### src/rtl/mul_ctrl_pkg.sv
// Shared definitions for the multiplier-sharing controller.
//   state_t          : 2-bit FSM encoding (ARB -> WAIT -> RELEASE -> ARB)
//   NUM_REQ_DEF      : default number of requesters
//   TIMEOUT_CYC_DEF  : default watchdog limit in WAIT cycles
//   clog2()          : ceiling log2, used to size the requester ID
package mul_ctrl_pkg;

  typedef enum logic [1:0] {
    ST_ARB     = 2'd0,
    ST_WAIT    = 2'd1,
    ST_RELEASE = 2'd2
  } state_t;

  localparam int NUM_REQ_DEF     = 4;
  localparam int TIMEOUT_CYC_DEF = 16;

  function automatic int clog2(input int v);
    int r;
    r = 0;
    while ((1 << r) < v) r++;
    return r;
  endfunction

endpackage

### src/rtl/rr_arbiter.sv
// Combinational round-robin arbiter.
// Grants the first requester at or after i_ptr, wrapping to index 0.
//   i_req   : request vector
//   i_ptr   : highest-priority index for this decision
//   o_grant : one-hot grant (all zero when nothing requests)
//   o_idx   : index of the granted requester
//   o_any   : at least one request is present
module rr_arbiter
  import mul_ctrl_pkg::*;
#(
  parameter  int NUM_REQ = NUM_REQ_DEF,
  localparam int IDW     = clog2(NUM_REQ)
) (
  input  logic [NUM_REQ-1:0] i_req,
  input  logic [IDW-1:0]     i_ptr,
  output logic [NUM_REQ-1:0] o_grant,
  output logic [IDW-1:0]     o_idx,
  output logic               o_any
);

  logic w_found;

  // Two linear scans instead of a rotate: first the indices at/after the
  // pointer, then the wrapped-around lower indices.
  always_comb begin
    o_grant = '0;
    o_idx   = '0;
    w_found = 1'b0;
    for (int i = 0; i < NUM_REQ; i++) begin
      if (!w_found && i_req[i] && (IDW'(i) >= i_ptr)) begin
        w_found    = 1'b1;
        o_grant[i] = 1'b1;
        o_idx      = IDW'(i);
      end
    end
    for (int i = 0; i < NUM_REQ; i++) begin
      if (!w_found && i_req[i]) begin
        w_found    = 1'b1;
        o_grant[i] = 1'b1;
        o_idx      = IDW'(i);
      end
    end
  end

  assign o_any = |i_req;

endmodule

### src/rtl/mult_share_ctrl.sv
// Shares one 32x32 unsigned multiplier among NUM_REQ requesters.
// Round-robin arbitration, start/done sequencing towards the multiplier,
// tagged 64-bit responses and a watchdog that aborts a hung operation.
//   clk, rst                 : clock, asynchronous active-high reset
//   req_valid/req_a/req_b    : per-requester request and packed operands
//   req_ready                : one-hot, one-cycle accept pulse
//   resp_valid/id/product/err: one-cycle response (product 0 on timeout)
//   mul_start/mul_a/mul_b    : to the multiplier, registered
//   mul_product/mul_done     : from the multiplier
//   busy                     : high whenever the FSM is not in ARB
module mult_share_ctrl
  import mul_ctrl_pkg::*;
#(
  parameter  int NUM_REQ     = NUM_REQ_DEF,
  parameter  int TIMEOUT_CYC = TIMEOUT_CYC_DEF,
  localparam int IDW         = clog2(NUM_REQ)
) (
  input  logic                  clk,
  input  logic                  rst,
  input  logic [NUM_REQ-1:0]    req_valid,
  input  logic [32*NUM_REQ-1:0] req_a,
  input  logic [32*NUM_REQ-1:0] req_b,
  output logic [NUM_REQ-1:0]    req_ready,
  output logic                  resp_valid,
  output logic [IDW-1:0]        resp_id,
  output logic [63:0]           resp_product,
  output logic                  resp_err,
  output logic                  mul_start,
  output logic [31:0]           mul_a,
  output logic [31:0]           mul_b,
  input  logic [63:0]           mul_product,
  input  logic                  mul_done,
  output logic                  busy
);

  localparam int WDW = clog2(TIMEOUT_CYC);

  state_t             r_state, w_state_nxt;
  logic [IDW-1:0]     r_ptr, w_ptr_nxt;
  logic [WDW-1:0]     r_wd, w_wd_nxt;
  logic [IDW-1:0]     r_id, w_id_nxt;
  logic [NUM_REQ-1:0] r_req_ready, w_req_ready_nxt;
  logic               r_resp_valid, w_resp_valid_nxt;
  logic [IDW-1:0]     r_resp_id, w_resp_id_nxt;
  logic [63:0]        r_resp_product, w_resp_product_nxt;
  logic               r_resp_err, w_resp_err_nxt;
  logic               r_mul_start, w_mul_start_nxt;
  logic [31:0]        r_mul_a, w_mul_a_nxt;
  logic [31:0]        r_mul_b, w_mul_b_nxt;

  logic [NUM_REQ-1:0] w_grant;
  logic [IDW-1:0]     w_idx;
  logic               w_any;
  logic [31:0]        w_sel_a, w_sel_b;

  rr_arbiter #(.NUM_REQ(NUM_REQ)) u_arb (
    .i_req   (req_valid),
    .i_ptr   (r_ptr),
    .o_grant (w_grant),
    .o_idx   (w_idx),
    .o_any   (w_any)
  );

  // One-hot operand mux driven by the grant.
  always_comb begin
    w_sel_a = '0;
    w_sel_b = '0;
    for (int i = 0; i < NUM_REQ; i++) begin
      if (w_grant[i]) begin
        w_sel_a = req_a[32*i +: 32];
        w_sel_b = req_b[32*i +: 32];
      end
    end
  end

  always_comb begin
    w_state_nxt        = r_state;
    w_ptr_nxt          = r_ptr;
    w_wd_nxt           = r_wd;
    w_id_nxt           = r_id;
    w_req_ready_nxt    = '0;
    w_resp_valid_nxt   = 1'b0;
    w_resp_id_nxt      = r_resp_id;
    w_resp_product_nxt = r_resp_product;
    w_resp_err_nxt     = r_resp_err;
    w_mul_start_nxt    = r_mul_start;
    w_mul_a_nxt        = r_mul_a;
    w_mul_b_nxt        = r_mul_b;
    case (r_state)
      ST_ARB: begin
        if (w_any) begin
          w_req_ready_nxt = w_grant;
          w_mul_a_nxt     = w_sel_a;
          w_mul_b_nxt     = w_sel_b;
          w_id_nxt        = w_idx;
          w_mul_start_nxt = 1'b1;
          w_ptr_nxt       = (w_idx == IDW'(NUM_REQ - 1)) ? '0 : w_idx + 1'b1;
          w_state_nxt     = ST_WAIT;
        end
      end
      ST_WAIT: begin
        w_wd_nxt = r_wd + 1'b1;
        // mul_done is tested first so a result arriving on the timeout
        // cycle is still delivered.
        if (mul_done) begin
          w_resp_product_nxt = mul_product;
          w_resp_valid_nxt   = 1'b1;
          w_resp_err_nxt     = 1'b0;
          w_resp_id_nxt      = r_id;
          w_mul_start_nxt    = 1'b0;
          w_state_nxt        = ST_RELEASE;
        end else if (r_wd == WDW'(TIMEOUT_CYC - 1)) begin
          w_resp_product_nxt = '0;
          w_resp_valid_nxt   = 1'b1;
          w_resp_err_nxt     = 1'b1;
          w_resp_id_nxt      = r_id;
          w_mul_start_nxt    = 1'b0;
          w_state_nxt        = ST_RELEASE;
        end
      end
      ST_RELEASE: begin
        // Hold off until the multiplier has dropped done (back in IDLE).
        if (!mul_done) begin
          w_wd_nxt    = '0;
          w_state_nxt = ST_ARB;
        end
      end
      default: w_state_nxt = ST_ARB;
    endcase
  end

  always_ff @(posedge clk or posedge rst) begin
    if (rst) begin
      r_state        <= ST_ARB;
      r_ptr          <= '0;
      r_wd           <= '0;
      r_id           <= '0;
      r_req_ready    <= '0;
      r_resp_valid   <= 1'b0;
      r_resp_id      <= '0;
      r_resp_product <= '0;
      r_resp_err     <= 1'b0;
      r_mul_start    <= 1'b0;
      r_mul_a        <= '0;
      r_mul_b        <= '0;
    end else begin
      r_state        <= w_state_nxt;
      r_ptr          <= w_ptr_nxt;
      r_wd           <= w_wd_nxt;
      r_id           <= w_id_nxt;
      r_req_ready    <= w_req_ready_nxt;
      r_resp_valid   <= w_resp_valid_nxt;
      r_resp_id      <= w_resp_id_nxt;
      r_resp_product <= w_resp_product_nxt;
      r_resp_err     <= w_resp_err_nxt;
      r_mul_start    <= w_mul_start_nxt;
      r_mul_a        <= w_mul_a_nxt;
      r_mul_b        <= w_mul_b_nxt;
    end
  end

  assign req_ready    = r_req_ready;
  assign resp_valid   = r_resp_valid;
  assign resp_id      = r_resp_id;
  assign resp_product = r_resp_product;
  assign resp_err     = r_resp_err;
  assign mul_start    = r_mul_start;
  assign mul_a        = r_mul_a;
  assign mul_b        = r_mul_b;
  assign busy         = (r_state != ST_ARB);

endmodule

### config.mk
export PLATFORM = sky130hd
export DESIGN_NAME = mult_share_ctrl
export DESIGN_NICKNAME = d
export VERILOG_FILES = /design/src/rtl/mul_ctrl_pkg.sv /design/src/rtl/rr_arbiter.sv /design/src/rtl/mult_share_ctrl.sv
export SDC_FILE = /design/constraint.sdc
export NUM_CORES = 1
export LEC_CHECK = 0
export CAP_MARGIN = 20
export CORE_AREA = 2 2 178 180
export CTS_CLUSTER_SIZE = 30
export DETAILED_ROUTE_END_ITERATION = 8
export DIE_AREA = 0 0 180 182
export PLACE_DENSITY = 0.69
export SYNTH_ARGS = -nofsm -noshare
export SYNTH_HDL_FRONTEND = slang
export SYNTH_HIERARCHICAL = 1
export SYNTH_SLANG_ARGS = --single-unit
export TNS_END_PERCENT = 100
### constraint.sdc
create_clock -name clk -period 9.6 [get_ports clk]
set_input_delay 1.92 -clock clk [delete_from_list [all_inputs] [get_ports clk]]
set_output_delay 1.92 -clock clk [all_outputs]
set_load 0.01 [all_outputs]
## Word level (Yosys, flattened, before mapping)

Index checks and enable logic that the tools add are counted.

- Add/subtract/negate cells: 2
- Order comparisons: 4
- Equality and inequality tests: 7
- Mux-type cells: 52
- Reductions and logical operators: 29

Operators by type and width:

| operator | number |
|---|---|
| 32-bit 2-to-1 mux | 8 |
| 64-bit 2-to-1 mux | 2 |
| 2-bit 2-to-1 mux | 13 |
| 1-bit 2-to-1 mux | 23 |
| 4-bit 2-to-1 mux | 3 |
| 1-bit logical AND | 11 |
| 4-bit one-hot mux with 2 select lines | 1 |
| 2-bit nonzero test | 4 |
| 1-bit logical NOT | 7 |
| 2-bit one-hot mux with 3 select lines | 1 |
| 2-bit AND reduction | 3 |
| 3-bit AND reduction | 2 |
| 4-bit by 1-bit adder with 4-bit output, second input constant | 1 |
| 2-bit == test, second input constant | 2 |
| 4-bit == test, second input constant | 1 |
| 1-bit by 2-bit >= comparator with 1-bit output, first input constant | 2 |
| 2-bit >= comparator, first input constant | 2 |
| 4-bit OR reduction | 1 |
| 3-bit != test, second input constant | 1 |
| 2-bit by 1-bit adder with 2-bit output, second input constant | 1 |
| 2-bit by 1-bit == test with 1-bit output, second input constant | 1 |
| 2-bit logical NOT | 1 |
| 2-bit by 1-bit != test with 1-bit output, second input constant | 1 |
| 2-bit != test, second input constant | 1 |
| 1-bit one-hot mux with 2 select lines | 1 |

- Bits in registers: 147
- Input bits: 327
- Output and inout port bits: 138
- Word-level logic and storage cells: 106

## Depth between registers and ports, before layout

- Word-level depth: 29
- Depth in mapped cells: 9
- Depth with buffers taken out: 6

## By module

Netlist, hierarchy kept.

By module, submodules not included:

| module | times used | cells each | area each (um^2) | seq. area each (um^2) |
|---|---|---|---|---|
| mult_share_ctrl | 1 | 790 | 7767.4 | 3678.5 |
| rr_arbiter | 1 | 33 | 222.7 | 0.0 |

## Worst setup path after synthesis

Ideal clock, no wire load.

- Kind: input to register
- Start: input req_valid[3]
- End: register r_mul_a[0] (netlist: mul_a[0])
- Library setup time: 0.077 ns
- Data arrival time: 3.291 ns
- Required time: 9.523 ns
- Setup slack: 6.231 ns
- Stages on the path: 9
- Buffers on the path: 3
- Cells stage by stage: buf_4 > o21a_1 > o22ai_1 > and2_1 > buf_2 > buf_2 > nand3b_1 > a221o_1 > a21oi_1

- Elaborated cells between the ends (all ways): 25
- Those cells by class: mux (13); reduce/logical (12)

RTL lines:

| element | line | RTL |
|---|---|---|
| start, declared | mult_share_ctrl.sv:20 | `input logic [NUM_REQ-1:0] req_valid,` |
| 1-bit logical AND (2 in a row) | rr_arbiter.sv:30 | `if (!w_found && i_req[i] && (IDW'(i) >= i_ptr)) begin` |
| 1-bit 2-to-1 mux | rr_arbiter.sv:30 |  |
| 1-bit logical NOT | rr_arbiter.sv:37 | `if (!w_found && i_req[i]) begin` |
| 1-bit logical AND | rr_arbiter.sv:37 |  |
| 1-bit 2-to-1 mux | rr_arbiter.sv:37 |  |
| net w_grant[0] | mult_share_ctrl.sv:51 | `logic [NUM_REQ-1:0] w_grant;` |
| 32-bit 2-to-1 mux (4 in a row) | mult_share_ctrl.sv:69 | `if (w_grant[i]) begin` |
| end signal, assigned | mult_share_ctrl.sv:157 | `r_mul_a <= w_mul_a_nxt;` |
| end, declared | mult_share_ctrl.sv:48 | `logic [31:0] r_mul_a, w_mul_a_nxt;` |

The timed path passes the listed nets, and every way through them passes these cells.
A chain may end at the register's enable or synchronous reset.

## Final worst setup path

- Start: input req_valid[2]
- End: register r_mul_b[19] (netlist: mul_b[19])

- Longest elaborated chain between the ends: 20
- Elaborated cells between the ends (all ways): 30
- Those cells by class: mux (15); reduce/logical (15)

RTL lines:

| element | line | RTL |
|---|---|---|
| 1-bit logical AND (2 in a row) | rr_arbiter.sv:30 |  |
| 1-bit 2-to-1 mux | rr_arbiter.sv:30 |  |
| 1-bit logical NOT | rr_arbiter.sv:30 |  |
| 1-bit logical AND (2 in a row) | rr_arbiter.sv:30 |  |
| 1-bit 2-to-1 mux | rr_arbiter.sv:30 |  |
| 1-bit logical NOT | rr_arbiter.sv:37 |  |
| 1-bit logical AND | rr_arbiter.sv:37 |  |
| 1-bit 2-to-1 mux | rr_arbiter.sv:37 |  |
| [... 3 more ...] | -- |  |
| 1-bit logical NOT | rr_arbiter.sv:37 |  |
| 1-bit logical AND | rr_arbiter.sv:37 |  |
| 1-bit 2-to-1 mux | rr_arbiter.sv:37 |  |
| 1-bit logical NOT | rr_arbiter.sv:37 |  |
| 1-bit logical AND | rr_arbiter.sv:37 |  |
| 1-bit 2-to-1 mux (*) | rr_arbiter.sv:37 |  |
| net w_grant[3] | mult_share_ctrl.sv:51 |  |
| 32-bit 2-to-1 mux (*) | mult_share_ctrl.sv:69 |  |
| end signal, assigned | mult_share_ctrl.sv:158 | `r_mul_b <= w_mul_b_nxt;` |
| end, declared | mult_share_ctrl.sv:49 | `logic [31:0] r_mul_b, w_mul_b_nxt;` |

The timed path passes the listed nets; every way through them passes the cells marked *.

==> impl_metrics.sql <==
INSERT INTO impl_metrics (metric_group, metric, value, unit) VALUES
('power_and_ir_drop', 'leakagePower', '5.41', 'nW'),
('synth', 'synth_enable_flop_cells', '0', ''),
('placement', 'routabilityCongestion', '0.871', ''),
('grt', 'overflow', '0', ''),
('power_and_ir_drop', 'power_switching', '1.53', 'mW'),
('placement', 'hpwl', '23000', 'µm'),
('synth', 'async_reset_ff_share', '100', '%'),
('grt', 'grt_antenna_before_repair', '3', ''),
('worst_setup_path', 'cp.required', '9910', 'ps'),
('worst_setup_path', 'cp-start-kind', 'primary input', ''),
('routing', 'drcViolationCount', '0', ''),
('synth', 'postSynthAreaPerCell', '9.71', 'µm²'),
('worst_setup_path', 'crit_fanout', '72', ''),
('synth', 'synth-main-ff-cell', 'dfrtp_1', ''),
('sta', 'layout_setup_ws', '5100', 'ps'),
('worst_setup_path', 'crit-reg2reg-launch', 'r_ptr[1]$_DFFE_PP0P_', ''),
('floorplan', 'placementRows', '65', ''),
('sta', 'slew_violations', '0', ''),
('sta', 'finalSetupTns', '0', 'ps'),
('sta', 'finalSetupViolations', '0', ''),
('placement', 'dpl.cell_count', '1613', ''),
('floorplan', 'floorplan.die_area', '32800', 'µm²'),
('clock_network', 'cts_max_path_buffers', '2', ''),
('sta', 'final_min_period_over_clock_period', '46.9', '%'),
('worst_setup_path', 'worstReg2RegEnd', 'mul_b[19]$_DFFE_PP0P_', ''),
('layout', 'flow.area_growth_from_synthesis', '68.2', '%'),
('grt', 'grt_pass1_vias', '8192', ''),
('clock_network', 'cts.sinks', '147', ''),
('layout', 'multiInputGateArea', '3630', 'µm²'),
('clock_network', 'clk_slew_on_worst_s_h_paths', '60', 'ps'),
('power_and_ir_drop', 'int_power', '2.49', 'mW'),
('clock_network', 'clock_tree.root_cell', 'clkbuf_16', ''),
('layout', 'nFillCells', '2996', ''),
('worst_hold_path', 'min-delay-path-class', 'flip-flop to flip-flop', ''),
('power_and_ir_drop', 'power_frac_seq', '28.2', '%'),
('grt', 'grt_use_total', '18.8', '%'),
('layout', 'layout-drive-gt1-share', '9.49', '%'),
('worst_setup_path', 'worstSetupEndpointType', 'flip-flop', ''),
('power_and_ir_drop', 'power_per_cell_area', '299', 'nW/µm²'),
('clock_network', 'cts-buffers-inserted', '17', ''),
('sta', 'fmax', '222', 'MHz'),
('worst_setup_path', 'critical_path.cell_chain', 'clkdlybuf4s50_1 -> a21oi_1 -> o221a_4 -> buf_4 -> a221o_1 -> a21oi_1', ''),
('routing', 'viasPerCell', '4.95', ''),
('worst_setup_path', 'worst_setup_path_startpoint', 'req_valid[2]', ''),
('worst_setup_path', 'cp_num_cells', '6', ''),
('clock_network', 'cts_hold_repair.buffers', '0', ''),
('synth', 'synth.yosys.warnings', '6', ''),
('status', 'run_status', 'completed', ''),
('synth', 'post_synth_inst_count', '823', ''),
('sta', 'worst_slew_pin_slew', '1030', 'ps'),
('clock_network', 'worstSkewPairLatency', '430', 'ps'),
('floorplan', 'starting_utilization_of_the_core_area', '25.8', '%'),
('floorplan', 'placeableCoreArea', '31000', 'µm²'),
('sta', 'rsz0062_at_grt', 'no', ''),
('layout', 'num-nets-final', '1559', ''),
('worst_setup_path', 'cpPeakStageDelay', '860', 'ps'),
('placement', 'numPortBuffers', '464', ''),
('layout', 'final_util', '43.4', '%'),
('sta', 'timing.slew.headroom', '31.4', '%'),
('worst_setup_path', 'reg2reg_setup_slack', '6530', 'ps'),
('worst_setup_path', 'worst_setup_path_endpoint', 'mul_b[19]$_DFFE_PP0P_', ''),
('sta', 'report.final.hold_viol_count', '0', ''),
('power_and_ir_drop', 'share_clk_of_total_power', '18.7', '%'),
('grt', 'grt_start_max_net_pins', '91', ''),
('synth', 'synthesis.area', '7990', 'µm²'),
('clock_network', 'tritoncts', 'done', ''),
('worst_setup_path', 'worstPathArrival', '4810', 'ps'),
('synth', 'syn-num-nets', '1152', ''),
('synth', 'flop_and_latch_count_out_of_synthesis', '147', ''),
('worst_setup_path', 'cpLargestDelayFamily', 'buffers and inverters', ''),
('layout', 'layout.area.seq', '3680', 'µm²');
cell type report:
type | count | area share (%)
antenna | 1 | 0.0186
clock buffer | 20 | 3.40
clock inverter | 12 | 1.44
inverter | 67 | 1.91
multi-input combinational | 523 | 27.0
sequential | 147 | 27.4
tap | 402 | 3.74
timing repair buffer | 474 | 35.1
layout by cell type, fill, tap and decap left out, types with 2 or more instances in the layout:
master / netlist / final
inv_8: 0 / 2
and2_1: 6 / 4
clkinv_4: 0 / 3
o21ai_0: 6 / 6
a31o_2: 2 / 2
nand3b_1: 66 / 66
a221oi_1: 2 / 2
nor2_1: 70 / 70
clkbuf_8: 0 / 2
ha_1: 2 / 2
nor2b_1: 2 / 2
nand2_1: 14 / 14
a22o_1: 64 / 64
and2_2: 0 / 2
a21oi_1: 139 / 139
inv_1: 67 / 66
bufinv_16: 0 / 4
o22ai_1: 2 / 2
clkdlybuf4s50_1: 0 / 464
a21oi_2: 60 / 60
clkbuf_16: 0 / 17
inv_6: 0 / 3
buf_4: 3 / 10
o21a_1: 3 / 2
nand2b_1: 2 / 2
dfrtp_1: 147 / 147
a221o_1: 64 / 64
mux2_2: 2 / 2
flip-flops by register name (all words and copies together), names as in the netlist:
name,count
r_id,2
resp_valid,1
r_state,2
r_ptr,2
mul_a,32
mul_b,32
mul_start,1
req_ready,4
r_wd,4
resp_err,1
resp_product,64
resp_id,2
through the flow:
step                      hold slack, ps  area [µm²]
final                                470       13400
after global placement               455       12800
after floorplan                      441        7990
after detailed placement             461       12800
after global routing                 514       13400
after CTS                            476       13400
worst min-delay path by stage:
| stage | from | end | slack, ps | cells past startpoint |
|---|---|---|---|---|
| floorplan | r_id[0]$_DFFE_PP0P_ | r_id[0]$_DFFE_PP0P_ | 440 | 2 |
| global placement | r_id[1]$_DFFE_PP0P_ | r_id[1]$_DFFE_PP0P_ | 450 | 2 |
| detailed placement | r_id[0]$_DFFE_PP0P_ | r_id[0]$_DFFE_PP0P_ | 460 | 2 |
| CTS | r_id[0]$_DFFE_PP0P_ | r_id[0]$_DFFE_PP0P_ | 480 | 2 |
| global route | mul_start$_DFFE_PP0P_ | mul_start$_DFFE_PP0P_ | 510 | 1 |
| finish | r_id[1]$_DFFE_PP0P_ | r_id[1]$_DFFE_PP0P_ | 470 | 2 |
power groups by stage:
stage               registers, mW  clock network [mW]  logic [mW]
global route                 1.17               0.801        2.32
floorplan                    1.22                   0        1.10
CTS                          1.13               0.773        2.16
detailed placement           1.14                   0        2.15
finish                       1.13               0.752        2.13
global placement             1.12                   0        2.13
cell usage after synthesis (2+ instances only):
cell type | number | share of area (%)
ha_1 | 2 | 0.31
o21ai_0 | 6 | 0.38
o22ai_1 | 2 | 0.16
buf_6 | 11 | 1.6
nor2_1 | 70 | 3.3
mux2_2 | 2 | 0.28
buf_1 | 4 | 0.19
nand3b_1 | 66 | 6.2
dfrtp_1 | 147 | 46
nor2b_1 | 2 | 0.16
a21oi_2 | 60 | 6.6
nand2b_1 | 2 | 0.16
clkbuf_1 | 29 | 1.4
buf_4 | 3 | 0.28
nand2_1 | 14 | 0.66
buf_2 | 38 | 2.4
and2_1 | 6 | 0.47
inv_1 | 67 | 3.1
and3_1 | 2 | 0.16
a22o_1 | 64 | 7.0
o21a_1 | 3 | 0.28
a31o_2 | 2 | 0.22
a221o_1 | 64 | 8.0
a21oi_1 | 139 | 8.7
a221oi_1 | 2 | 0.22
metal layers:
| metal | vias up | global-route usage, % | wire [µm] |
|---|---|---|---|
| met4 | 4 | 5.46 | 590 |
| met1 | 3912 | 22.3 | 12600 |
| met2 | 374 | 32.1 | 15800 |
| met3 | 41 | 6.48 | 2720 |
| met5 | - | 0 | 26 |
| li1 | 3809 | - | - |
worst reg2reg max path, delay by kind of cell (launching register included):
kind,cells,cell delay [ps]
AO/OA/AOI/OAI,4,1410
flip-flops,1,560
buffers and inverters,2,990
kinds of logic (layout without fill, tap and decap cells):
kind of cell               after synthesis  in the layout  share of synthesized area (%)
AOI/OAI and AO/OA                      351            351                           32.6
and+or+nand+nor                        167            167                           11.6
DFF                                    147            147                           46.0
adders and majority gates                2              2                          0.313
other                                    0              1                              0
muxes                                    3              3                          0.407
buffers and inverters                  153            573                           8.97
Power figures use the tool's default switching activity.
